--- src/rtl/pulse_period_meter.sv ---
// Measures the spacing between rising edges of a pulse train in STEP units per clock,
// producing the compare value that lets the step-counting divider regenerate the same rate.
module pulse_period_meter #(
    parameter int unsigned STEP      = 4,
    parameter logic [31:0] MAX_COUNT = 32'hFFFF_FFF0
) (
    input  logic        clock,
    input  logic        reset,
    input  logic        enable,
    input  logic        pulse_in,
    output logic [31:0] period_out,
    output logic        period_strobe,
    output logic        period_valid,
    output logic        timeout
);

    localparam logic [31:0] STEP_W = 32'(STEP);

    typedef enum logic {
        IDLE  = 1'b0,
        ARMED = 1'b1
    } state_t;

    state_t      state, state_nx;
    logic [31:0] cnt, cnt_nx;
    logic [31:0] period_nx;
    logic        strobe_nx, valid_nx, timeout_nx;

    logic        sync_p0, sync_p1, prev_p2;
    logic        rise;

    // Stage boundary: two-flop synchronizer followed by the edge-history flop
    always_ff @(posedge clock or negedge reset) begin
        if (!reset) begin
            sync_p0 <= 1'b0;
            sync_p1 <= 1'b0;
            prev_p2 <= 1'b0;
        end else begin
            sync_p0 <= pulse_in;
            sync_p1 <= sync_p0;
            prev_p2 <= sync_p1;
        end
    end

    assign rise = sync_p1 & ~prev_p2;

    // Stage boundary: measurement state and registered outputs
    always_ff @(posedge clock or negedge reset) begin
        if (!reset) begin
            state         <= IDLE;
            cnt           <= '0;
            period_out    <= '0;
            period_strobe <= 1'b0;
            period_valid  <= 1'b0;
            timeout       <= 1'b0;
        end else begin
            state         <= state_nx;
            cnt           <= cnt_nx;
            period_out    <= period_nx;
            period_strobe <= strobe_nx;
            period_valid  <= valid_nx;
            timeout       <= timeout_nx;
        end
    end

    always_comb begin
        state_nx   = state;
        cnt_nx     = cnt;
        period_nx  = period_out;
        strobe_nx  = 1'b0;
        valid_nx   = period_valid;
        timeout_nx = timeout;

        if (!enable) begin
            state_nx   = IDLE;
            cnt_nx     = '0;
            valid_nx   = 1'b0;
            timeout_nx = 1'b0;
        end else begin
            unique case (state)
                IDLE: begin
                    // The first edge after idle only starts the interval; nothing to report yet.
                    cnt_nx = '0;
                    if (rise) begin
                        state_nx = ARMED;
                    end
                end
                ARMED: begin
                    // An edge arriving on the same cycle as the threshold still counts as valid.
                    if (rise) begin
                        period_nx  = cnt;
                        strobe_nx  = 1'b1;
                        valid_nx   = 1'b1;
                        timeout_nx = 1'b0;
                        cnt_nx     = '0;
                    end else if (cnt >= MAX_COUNT) begin
                        timeout_nx = 1'b1;
                        valid_nx   = 1'b0;
                        state_nx   = IDLE;
                        cnt_nx     = '0;
                    end else begin
                        cnt_nx = cnt + STEP_W;
                    end
                end
                default: begin
                    state_nx = IDLE;
                    cnt_nx   = '0;
                end
            endcase
        end
    end

endmodule

--- config.mk ---
export PLATFORM = sky130hd
export DESIGN_NAME = pulse_period_meter
export DESIGN_NICKNAME = d
export VERILOG_FILES = /design/src/rtl/pulse_period_meter.sv
export SDC_FILE = /design/constraint.sdc
export NUM_CORES = 1
export LEC_CHECK = 0
export ABC_AREA = 0
export ABC_CLOCK_PERIOD_IN_PS = 2300
export BUFFER_PORTS_ARGS = -buffer_cell sky130_fd_sc_hd__clkbuf_2
export CAP_MARGIN = 20
export CORE_UTILIZATION = 57
export DETAILED_ROUTE_END_ITERATION = 8
export PLACE_DENSITY = 0.84
export SYNTH_ARGS = -nofsm -noshare
export SYNTH_HDL_FRONTEND = slang
export SYNTH_SLANG_ARGS = --single-unit
--- constraint.sdc ---
create_clock -name clock -period 2.3 [get_ports clock]
set_input_delay 0.46 -clock clock [delete_from_list [all_inputs] [get_ports clock]]
set_output_delay 0.46 -clock clock [all_outputs]
set_load 0.02 [all_outputs]
==> metrics.md <==
| Metric | Value |
|---|---|
| Rel. slew slack | `45.5%` |
| Critical-path cell list | `ha_1 -> nand3_1 -> nor4_2 -> and2b_2 -> xnor2_1 -> nor2_1` |
| Power Density | `606 nW/um2` |
| Die Wd | `between 70 and 80 um` |
| CP peak stage delay | `between 400 and 500 ps` |
| Skew final | `4.42 ps` |
| Largest net degree at the start of global routing | `a little under 70` |
| Clock sinks | `between 60 and 70` |
| Final hold viol count | `0` |
| Worst setup SP type | `register` |
| Leak | `0.00162 uW` |
| 1st-iter DRT viols | `152` |
| GRT met2 Usage | `36.7%` |
| Adder-Cell Fraction of Synth Area | `less than 1%` |
| VDD IR max | `0.496 mV` |
| CTS tree | `done` |
| Port Buffers | `36` |
| Vias in the first global route | `2,124` |
| Largest family of logic cells by synthesized area | `simple AND/OR/NAND/NOR gates` |
| Post-Synthesis Cells | `312` |
| Root Driver | `clkbuf_8` |
| Drt wl/cell | `13.3 um` |
| Via-per-instance ratio | `5.24` |
| Area of the core | `4880 um2` |
| Crit path DAT | `about 2200 ps` |
| Setup CP Type | `register to register` |
| Tmin final | `1970 ps` |
| Reg-to-Reg End | `cnt[22]$_DFF_PN0_` |
| Postcts setup bufs | `0` |
| Die area | `between 5000 and 6000 um2` |
| Xor and xnor area share after synthesis | `between 6 and 7%` |
| First-pass GRT wire length | `about 9500 um` |
| Synth unique cells | `36` |
| Worst slew pin tran | `roughly 800 ps` |
| TNS Setup | `0 ps` |
| Slew Viols, Final | `0` |
| R2R cell count | `6` |
| Setup Viol. Count Final | `0` |
| Fill count | `401` |
| DIE HEIGHT | `74.2 um` |
| TritonRoute pass-1 iters | `4` |
| RD Place Congestion | `0.903` |
| Crit-path max FO | `8` |
| Worst Setup End Kind | `register` |
| Met3 usage in global routing | `5.01%` |
| Async SR Flop Fraction | `100%` |
| Sequential fraction of the synthesis area | `56.4%` |
| All-Layer GR Usage | `23.6%` |
| Yosys top cell area share | `56.4%` |
| Most common cell after layout, fill and taps aside | `nand2_1` |
| Post_cts resized | `0` |
| Post-synth EDFFs | `0` |
| Top_reg_cell synth | `dfrtp_1` |
| Final period util | `85.5%` |
| Initial Utilization | `roughly three fifths` |
| Longest Clk Path Bufs | `2` |
| RSZ-0062 raised after global routing | `no` |
| Clock latency on the worst-skew pair | `340 ps` |
| Routed vias | `2,212` |
| Mapped Area | `between 2000 and 3000 um2` |
| Synth area leaders | `dfrtp_1 56%, nand2_1 12%, nor2_1 4.5%` |
| # rows | `25` |
| Reg2reg setup slack | `330 ps` |
| WP buf/inv | `0` |
| DRC viols | `0` |
| Antenna Cells | `0` |
| Commonest non-fill, non-tap cells in the layout | `94 x nand2_1, 67 x dfrtp_1, 36 x nor2_1, 36 x clkbuf_2, 16 x nand3_1` |
| Hold_buf cts | `0` |
| GRT overflow | `0` |
| Layout cells sized above 1 | `17.2%` |
| Ys Warns | `0` |
| Critical Path Slowest Stage Cell | `nor4_2` |
| Area Growth Syn to Fin | `12.7%` |
| Largest area contributor in the netlist | `dfrtp_1` |
| Critical path's top delay family | `simple AND/OR/NAND/NOR gates` |
| IO Count | `39` |
| Synth Register Bits | `67` |
| GR peak layer | `met2` |
| Simple-gate share of the synthesized area | `~28%` |
| Post-route setup slack | `333 ps` |
| WL final | `roughly 5600 um` |
| Final Net Count | `~360` |
| Antenna violations before repair | `0` |
| FF-to-FF Start | `cnt[2]$_DFF_PN0_` |
| Maxcap violations | `0` |
| H-tree depth | `3` |
| Met1 Track Usage GR | `30.1%` |
| Worst Hold Class | `input pin to async pin` |
| Status | `completed` |
| Achievable Freq | `0.509 GHz` |
| Antenna Nets Post-Route | `0` |
| Mean Syn Cell Area | `between 9 and 10 um2` |
| CTS clk-pin slew, worst paths | `60 ps` |
| DP HPWL | `roughly 3800 um` |
| Cts bufs inserted | `9` |
| Required time worst endpoint | `2520 ps` |
| Post-synthesis compound-gate area fraction | `roughly 4.4%` |
| Pre-CTS WS | `349 ps` |
| Post-synthesis mux area share | `0%` |
==> flip-flops by register name, indices dropped and copies added (netlist names) <==
register and cells:
cnt 30, period_out 30, period_strobe 1, period_valid 1, prev_p2 1, state 1, sync_p0 1, sync_p1 1
timeout 1
==> layout make-up <==
class                      count  area, um2  share of cell area [%]
inverter                       8       30.0                   0.897
multi-input combinational    225       1180                    35.4
clock buffer                  14        143                    4.26
sequential                    67       1680                    50.1
tap                           67       83.8                    2.50
timing repair buffer          41        230                    6.88
==> through the flow <==
| stage | cell area [um2] | utilization (%) | hold WS (ps) | std cells | total power [uW] |
|---|---|---|---|---|---|
| global placement | 3210 | 65.7 | 338 | 408 | 1270 |
| finish | 3350 | 68.6 | 119 | 422 | 2030 |
| global route | 3350 | 68.6 | 152 | 422 | 2090 |
| floorplan | 2980 | - | 164 | 313 | 1240 |
| detailed placement | 3210 | 65.7 | 339 | 408 | 1270 |
| CTS | 3350 | 68.6 | 138 | 422 | 2050 |
==> logic make-up (layout without fill, tap and decap cells) <==
| family | Yosys count | in the layout |
|---|---|---|
| xor+xnor | 23 | 23 |
| buf+inv | 21 | 63 |
| compound gates | 23 | 23 |
| other cells | 1 | 2 |
| fa+ha+maj | 2 | 2 |
| simple gates | 175 | 175 |
| flops | 67 | 67 |
==> layer usage <==
layer,vias up,share of wire [%]
li1,1093,-
met1,1044,47
met2,57,46
met3,18,3.8
met4,0,3.1
met5,-,0
==> report_power, final <==
part / leakage (uW) / switching [uW] / total, uW / internal (uW)
Combinational: 0.000625 / 44.9 / 57.6 / 12.8
Clock: 0.0000706 / 399 / 781 / 382
Sequential: 0.000928 / 5.15 / 1190 / 1190
Total: 0.00162 / 449 / 2030 / 1580
==> cell usage after synthesis, types with 2 or more instances <==
cell type / number
o21ai_0: 11
buf_6: 2
xor2_1: 12
nor2_1: 36
nand4_2: 3
a31oi_1: 5
xnor2_1: 11
a41oi_1: 2
ha_1: 2
nor4_2: 3
nand4_1: 3
dfrtp_1: 67
nor3_1: 3
buf_4: 5
nand2_1: 94
nand3_1: 16
nor4_1: 2
clkbuf_1: 5
and3_1: 3
a21oi_1: 4
nor3_2: 2
inv_1: 7
==> worst max path at each step <==
stage	from	slack, ps	cells after the start	to
finish	cnt[2]$_DFF_PN0_	330	6	cnt[22]$_DFF_PN0_
global route	cnt[2]$_DFF_PN0_	150	6	cnt[24]$_DFF_PN0_
CTS	cnt[2]$_DFF_PN0_	350	6	cnt[22]$_DFF_PN0_
detailed placement	cnt[2]$_DFF_PN0_	350	6	cnt[22]$_DFF_PN0_
global placement	cnt[2]$_DFF_PN0_	400	6	cnt[22]$_DFF_PN0_
floorplan	cnt[2]$_DFF_PN0_	640	7	cnt[22]$_DFF_PN0_
No activity file was read; power rests on OpenSTA's default activity.
